**src/rtl/pc_unit.sv**
```systemverilog
// -----------------------------------------------------------------------------
// pc_unit: program counter with stall, stepped increment, jump and an optional
// return-address stack for call/return.
//
// Optional feature macro: PC_RAS_EN
//   Defined   -> return stack present; ports call, ret, ras_empty, ras_full and
//                ras_err exist. Priority: ret, call, load, increment.
//   Undefined -> no stack logic and none of those ports. Priority: load, then
//                increment.
//
// Parameters
//   WIDTH     : counter/address width (4..32)
//   RESET_VEC : pc value after reset
//   RAS_DEPTH : return stack entries (power of two, 2..16)
//
// Ports
//   clk       in   1      rising-edge clock
//   reset_n   in   1      asynchronous active-low reset
//   en        in   1      advance enable, 0 stalls everything
//   step      in   4      unsigned increment amount
//   load      in   1      jump request
//   load_val  in   WIDTH  jump/call target
//   call      in   1      call request (PC_RAS_EN)
//   ret       in   1      return request (PC_RAS_EN)
//   pc        out  WIDTH  registered current address
//   pc_inc    out  WIDTH  combinational pc + step (mod 2^WIDTH)
//   wrap      out  1      registered pulse: last increment carried out
//   ras_empty out  1      stack empty (PC_RAS_EN)
//   ras_full  out  1      stack full (PC_RAS_EN)
//   ras_err   out  1      registered pulse on illegal stack op (PC_RAS_EN)
// -----------------------------------------------------------------------------
module pc_unit #(
    parameter int unsigned      WIDTH     = 16,
    parameter logic [WIDTH-1:0] RESET_VEC = '0,
    parameter int unsigned      RAS_DEPTH = 4
) (
    input  logic             clk,
    input  logic             reset_n,
    input  logic             en,
    input  logic [3:0]       step,
    input  logic             load,
    input  logic [WIDTH-1:0] load_val,
`ifdef PC_RAS_EN
    input  logic             call,
    input  logic             ret,
`endif
    output logic [WIDTH-1:0] pc,
    output logic [WIDTH-1:0] pc_inc,
    output logic             wrap
`ifdef PC_RAS_EN
    ,
    output logic             ras_empty,
    output logic             ras_full,
    output logic             ras_err
`endif
);

    // One extra bit keeps the carry out of the increment.
    logic [WIDTH:0]   sum;
    logic [WIDTH-1:0] pc_d;
    logic             wrap_d;
    logic             started_q;
    logic             advance;

    assign sum    = {1'b0, pc} + {{(WIDTH - 3){1'b0}}, step};
    assign pc_inc = sum[WIDTH-1:0];

    // Cleared by reset and set on the first edge afterwards, so that first
    // edge ignores all inputs and simply holds state.
    always_ff @(posedge clk or negedge reset_n) begin
        if (!reset_n) begin
            started_q <= 1'b0;
        end else begin
            started_q <= 1'b1;
        end
    end

    assign advance = en & started_q;

`ifdef PC_RAS_EN
    localparam int unsigned PTR_W = (RAS_DEPTH > 1) ? $clog2(RAS_DEPTH) : 1;
    localparam int unsigned CNT_W = PTR_W + 1;

    // Circular buffer: top_q points at the newest entry. A push onto a full
    // stack lands on the oldest slot, which is exactly the overwrite wanted.
    logic [WIDTH-1:0] stack_q [RAS_DEPTH];
    logic [PTR_W-1:0] top_q, top_d;
    logic [CNT_W-1:0] cnt_q, cnt_d;
    logic             push;
    logic             err_d, err_q;
    logic             empty, full;

    assign empty = (cnt_q == '0);
    assign full  = (cnt_q == CNT_W'(RAS_DEPTH));
`endif

    always_comb begin
        pc_d   = pc;
        wrap_d = 1'b0;
`ifdef PC_RAS_EN
        push   = 1'b0;
        top_d  = top_q;
        cnt_d  = cnt_q;
        err_d  = 1'b0;
`endif
        if (advance) begin
`ifdef PC_RAS_EN
            if (ret) begin
                // ret wins over a simultaneous call; empty stack holds pc.
                if (empty) begin
                    err_d = 1'b1;
                end else begin
                    pc_d  = stack_q[top_q];
                    top_d = top_q - PTR_W'(1);
                    cnt_d = cnt_q - CNT_W'(1);
                end
            end else if (call) begin
                push  = 1'b1;
                pc_d  = load_val;
                top_d = top_q + PTR_W'(1);
                if (full) begin
                    err_d = 1'b1;
                end else begin
                    cnt_d = cnt_q + CNT_W'(1);
                end
            end else
`endif
            if (load) begin
                pc_d = load_val;
            end else begin
                pc_d   = sum[WIDTH-1:0];
                wrap_d = sum[WIDTH];
            end
        end
    end

    always_ff @(posedge clk or negedge reset_n) begin
        if (!reset_n) begin
            pc   <= RESET_VEC;
            wrap <= 1'b0;
        end else begin
            pc   <= pc_d;
            wrap <= wrap_d;
        end
    end

`ifdef PC_RAS_EN
    always_ff @(posedge clk or negedge reset_n) begin
        if (!reset_n) begin
            top_q <= '0;
            cnt_q <= '0;
            err_q <= 1'b0;
        end else begin
            top_q <= top_d;
            cnt_q <= cnt_d;
            err_q <= err_d;
        end
    end

    // Contents need no reset; push is gated by started_q, so a reset landing
    // mid-call never writes an entry.
    always_ff @(posedge clk) begin
        if (push) begin
            stack_q[top_d] <= pc_inc;
        end
    end

    assign ras_empty = empty;
    assign ras_full  = full;
    assign ras_err   = err_q;
`endif

endmodule

```
**config.mk**
```make
export PLATFORM = sky130hd
export DESIGN_NAME = pc_unit
export DESIGN_NICKNAME = d
export VERILOG_FILES = /design/src/rtl/pc_unit.sv
export SDC_FILE = /design/constraint.sdc
export NUM_CORES = 1
export LEC_CHECK = 0
export ABC_AREA = 0
export CORE_ASPECT_RATIO = 0.7
export CORE_MARGIN = 5
export CORE_UTILIZATION = 45
export DETAILED_ROUTE_END_ITERATION = 6
export PLACE_DENSITY = 0.82
export SLEW_MARGIN = 20
export SYNTH_ARGS = -nofsm -noshare
export SYNTH_HDL_FRONTEND = slang
export SYNTH_SLANG_ARGS = --single-unit
```
**constraint.sdc**
```tcl
create_clock -name clk -period 2.8 [get_ports clk]
set_clock_uncertainty 0.15 [all_clocks]
set_input_delay 0.28 -clock clk [delete_from_list [all_inputs] [get_ports clk]]
set_output_delay 0.28 -clock clk [all_outputs]
set_load 0.1 [all_outputs]
```
== After elaboration in Yosys (flattened, before gate mapping) ==
Cells that the tools add are included.
Storage, ports and cells
  input bits: 24
  RAM bits: 0
  logic and storage cells: 8
  memories kept: 0
  bits in read-only memories: 0
  bits in registers: 18
  output and inout bits: 33
  latch bits: 0
Cells by class
  div/mod/pow operators: 0
  shifts and indexed selects: 0
  reductions and logical operators: 0
  muxes and demuxes: 3
  add/sub/neg operators: 1
  eq/ne operators: 0
  bitwise operators: 1
  order comparisons: 0
  multipliers: 0
Operator list (count)
  $add 16x4->17: 1
  $mux 16: 1
  $mux 1: 2
  $and 1x1->1: 1

== Logic depth before layout (Yosys ltp) ==
  word-level depth: 3
  gate-level depth with buffers: 6
  depth with buffers taken out: 6

== Least setup slack after synthesis ==
No wires, ideal clock.
  kind: flip-flop to output port
  start point: register pc[0]
  end point: output pc_inc[14]
  slack: -1186 ps
  data arrival time: 3556 ps
  required time: 2370 ps
  buffers on the path: 0
  stages on the path, launching flop included: 7
  cells stage by stage: dfrtp_1 ha_1 fa_1 nand3_2 a21oi_4 nand2_1 xnor2_1
On the way
  longest elaborated chain between the ends: 1
RTL lines
  start, declared: RTL line 47  | output logic [WIDTH-1:0] pc,
  start signal, assigned: RTL line 142  | pc <= pc_d;
  $add 16x4->17: RTL line 65  | assign sum = {1'b0, pc} + {{(WIDTH - 3){1'b0}}, step};
  end, declared: RTL line 48  | output logic [WIDTH-1:0] pc_inc,
Every way passes these cells.

== Worst setup path in the final report ==
  start point: register pc[3]
  end point: output pc_inc[15]
Same word-level chain as after synthesis.

==> results.md <==
- Adder-cell share of the synthesized area: 0.0486
- Hold Crit Class: in2async
- Antenna violations before repair: 0
- Starting DRT DRC Count: 132
- Vias: 1,583
- Worst-path clk slew: 0.08 ns
- Synth top cells by count: dfrtp_1, nand2_1, xnor2_1
- Post-synthesis sequential area ratio: 0.312
- Total negative slack: 0 ns
- FFs w/ async S/R, synth: 1.00
- Worst-path cell chain: ha_4, o21ai_1, o21bai_4, nand4_1, xnor2_4, buf_12
- Netlist Area Pre-Place: 0.00144 mm^2
- Fmax: 368 MHz
- Gr usage total: 0.213
- Vias per cell: 6.09
- Sw Pwr: 0.00145 W
- Cell count after synthesis: 161
- GR Util met3: 0.0521
- DR WL/cell: 18.7 um
- Worst-path fanout max: 8
- Share of cells above drive strength 1: 0.401
- Largest net degree at the start of global routing: 24
- Final setup fails: 0
- Die Width: 77.7 um
- Synth Net Count: 190
- Int Pwr: 0.00106 W
- WP data arrival: 2.29 ns
- Area share of the largest cell type after synthesis: 0.312
- Clock Power Share: 0.089
- Vias in the first global route: 1,611
- H-tree Lvls: 1
- Clock latency on the worst-skew pair: 0.26 ns
- Hold_ws: 0.201 ns
- CTS Sinks: 18
- Max Cap Violations: 0
- Core Area: 0.00311 mm^2
- Die ar.: 0.00446 mm^2
- Status: completed
- Mean Syn Cell Area: 8.96 um^2
- Largest family of logic cells by synthesized area: simple AND/OR/NAND/NOR gates
- Util after Layout: 0.821
- Hold-fix buffers, CTS: 0
- PwrDens: 987 mW/mm^2
- Grt met2 use: 0.372
- LEAKAGE: 1.04 nW
- Simple-gate share of the synthesized area: 0.242
- CTS Buffer Depth: 2
- Global routing's busiest layer: met2
- Number of port buffers: 56
- Minimum clock period: 2.72 ns
- Fin cells: 260
- Final hold viol count: 0
- Ys Warns: 0
- Crit start category: register
- Seq cells post-synth: 18
- DP Wirelength: 3.55 mm
- Comb pwr share: 0.745
- Synth unique cells: 48
- Post-synthesis mux area share: 0.0208
- Global-route wire length before repair: 7.71 mm
- GRT Residual Overflow: 0
- Number of placed cells counting well taps: 252
- Worst-Margin Slew: 0.572 ns
- Worst VDD drop: 0.671 mV
- Worst endpoint required time: 2.37 ns
- Count leader, synth: dfrtp_1
- CTS Buf Count: 3
- Final clock period utilization by the worst path: 0.971
- Cells on worst reg2reg path: 6
- Sw frac: 0.578
- Final nets: 252
- Synth Area in Compound Gates: 0.239
- Pwr Total: 0.00252 W
- Post-Synth XOR/XNOR Area: 0.0789
- Setup crit end kind: primary output
- WS Path Type: reg2out
- Critical path's largest stage delay: 0.50 ns
- Flop pwr share: 0.166
- # IOs: 57
- Top_reg_cell synth: dfrtp_1
- DRT Wirelength: 4.87 mm
- Pre-antenna DRT Iters: 4
- Routability congestion estimate: 0.812
- CTS tree: built
- DRT antenna net count: 0
- Slowest CP cell: dfrtp_4
- Area contributors post-synth: dfrtp_1, xnor2_1, nand2_1
- Die Height: 57.4 um
- Area grow syn2layout: 76.8%
- Drt drc: 0
- Final Slew Violations: 0
- Grt met1 use: 0.261
- Initial core utilization: 0.465
- Post-synth EDFFs: 0
- Yosys top cell by area: dfrtp_1
- Max transition margin: 0.618
- Rows: 17
- CTS root buffer: clkbuf_8
- Antenna cell count: 0
-- logic make-up (layout without fill, tap and decap cells) --
logic type / count (synthesis) / in the layout
compound gates: 42 / 43
xor+xnor: 13 / 13
fa+ha+maj: 5 / 5
buf+inv: 18 / 78
flops: 18 / 18
mux: 3 / 3
other cells: 1 / 1
simple gates: 61 / 61
-- placed cells by master (no fill, tap or decap), drive strengths merged, types with 5 or more instances in the layout --
cell type | netlist | final
inv | 8 | 8
nand2 | 16 | 16
o21ai | 8 | 8
a21oi | 7 | 7
xnor2 | 12 | 12
nand4 | 5 | 5
dfrtp | 18 | 18
clkdlybuf4s50 | 0 | 23
nand3 | 6 | 6
buf | 5 | 43
nor3 | 9 | 9
nor2 | 11 | 11
-- metal layers --
metal	vias up	wire length (um)
met5	-	0
met1	777	1980
met2	76	2490
met3	12	337
met4	0	53
li1	718	-
-- worst paths after layout --
check	from	to	slack, ns
worst max-delay path	pc[3]$_DFFE_PN0P_	pc_inc[15]	0.08
worst min-delay path	reset_n	pc[1]$_DFFE_PN0P_	0.20
worst max register to register	pc[2]$_DFFE_PN0P_	pc[7]$_DFFE_PN0P_	0.63
worst min register to register	pc[1]$_DFFE_PN0P_	pc[1]$_DFFE_PN0P_	0.41
max in group asynchronous	reset_n	pc[2]$_DFFE_PN0P_	2.06
min in group clk	pc[1]$_DFFE_PN0P_	pc[1]$_DFFE_PN0P_	0.41
-- per-stage QoR --
stage	instance area [um^2]	setup WS, ns
after global routing	2550	-0.00140
after CTS	2510	0.0353
after global placement	2450	0.121
final	2550	0.0823
after floorplan	1740	-0.0205
after detailed placement	2450	0.0746
-- worst max-delay path: cells and delay by family, from the launching register on --
kind | cells | cell delay [ns]
DFF | 1 | 0.50
buffers and inverters | 1 | 0.19
xor gates and xnor gates | 1 | 0.26
and+or+nand+nor | 1 | 0.25
adders and majority gates | 1 | 0.32
AOI/OAI and AO/OA | 2 | 0.50
-- final cells by class --
class,instances,area (um^2)
clock buffers,4,55.1
well taps,38,47.5
fillers,187,556
inverters,8,30.0
flip-flops and latches,18,473
multi-input cells,126,1200
repair buffers,66,741
-- timing repair --
| action | CTS | global route |
|---|---|---|
| gates resized for setup | 0 | 1 |
| hold endpoints to repair | 0 | 0 |
| buffers inserted | 0 | 3 |
| endpoints found under the setup margin | 0 | 3 |
-- flip-flops by register name (all words and copies together) (netlist names) --
| register | cells |
|---|---|
| wrap | 1 |
| started_q | 1 |
| pc | 16 |
-- power by group through the flow --
stage / logic, W / clock network [W] / registers (W)
global placement: 0.00181 / 0 / 0.000416
detailed placement: 0.00184 / 0 / 0.000420
global route: 0.00193 / 0.000236 / 0.000427
floorplan: 0.00101 / 0 / 0.000734
CTS: 0.00184 / 0.000226 / 0.000416
finish: 0.00187 / 0.000225 / 0.000418
No activity file was read; power rests on OpenSTA's default activity.
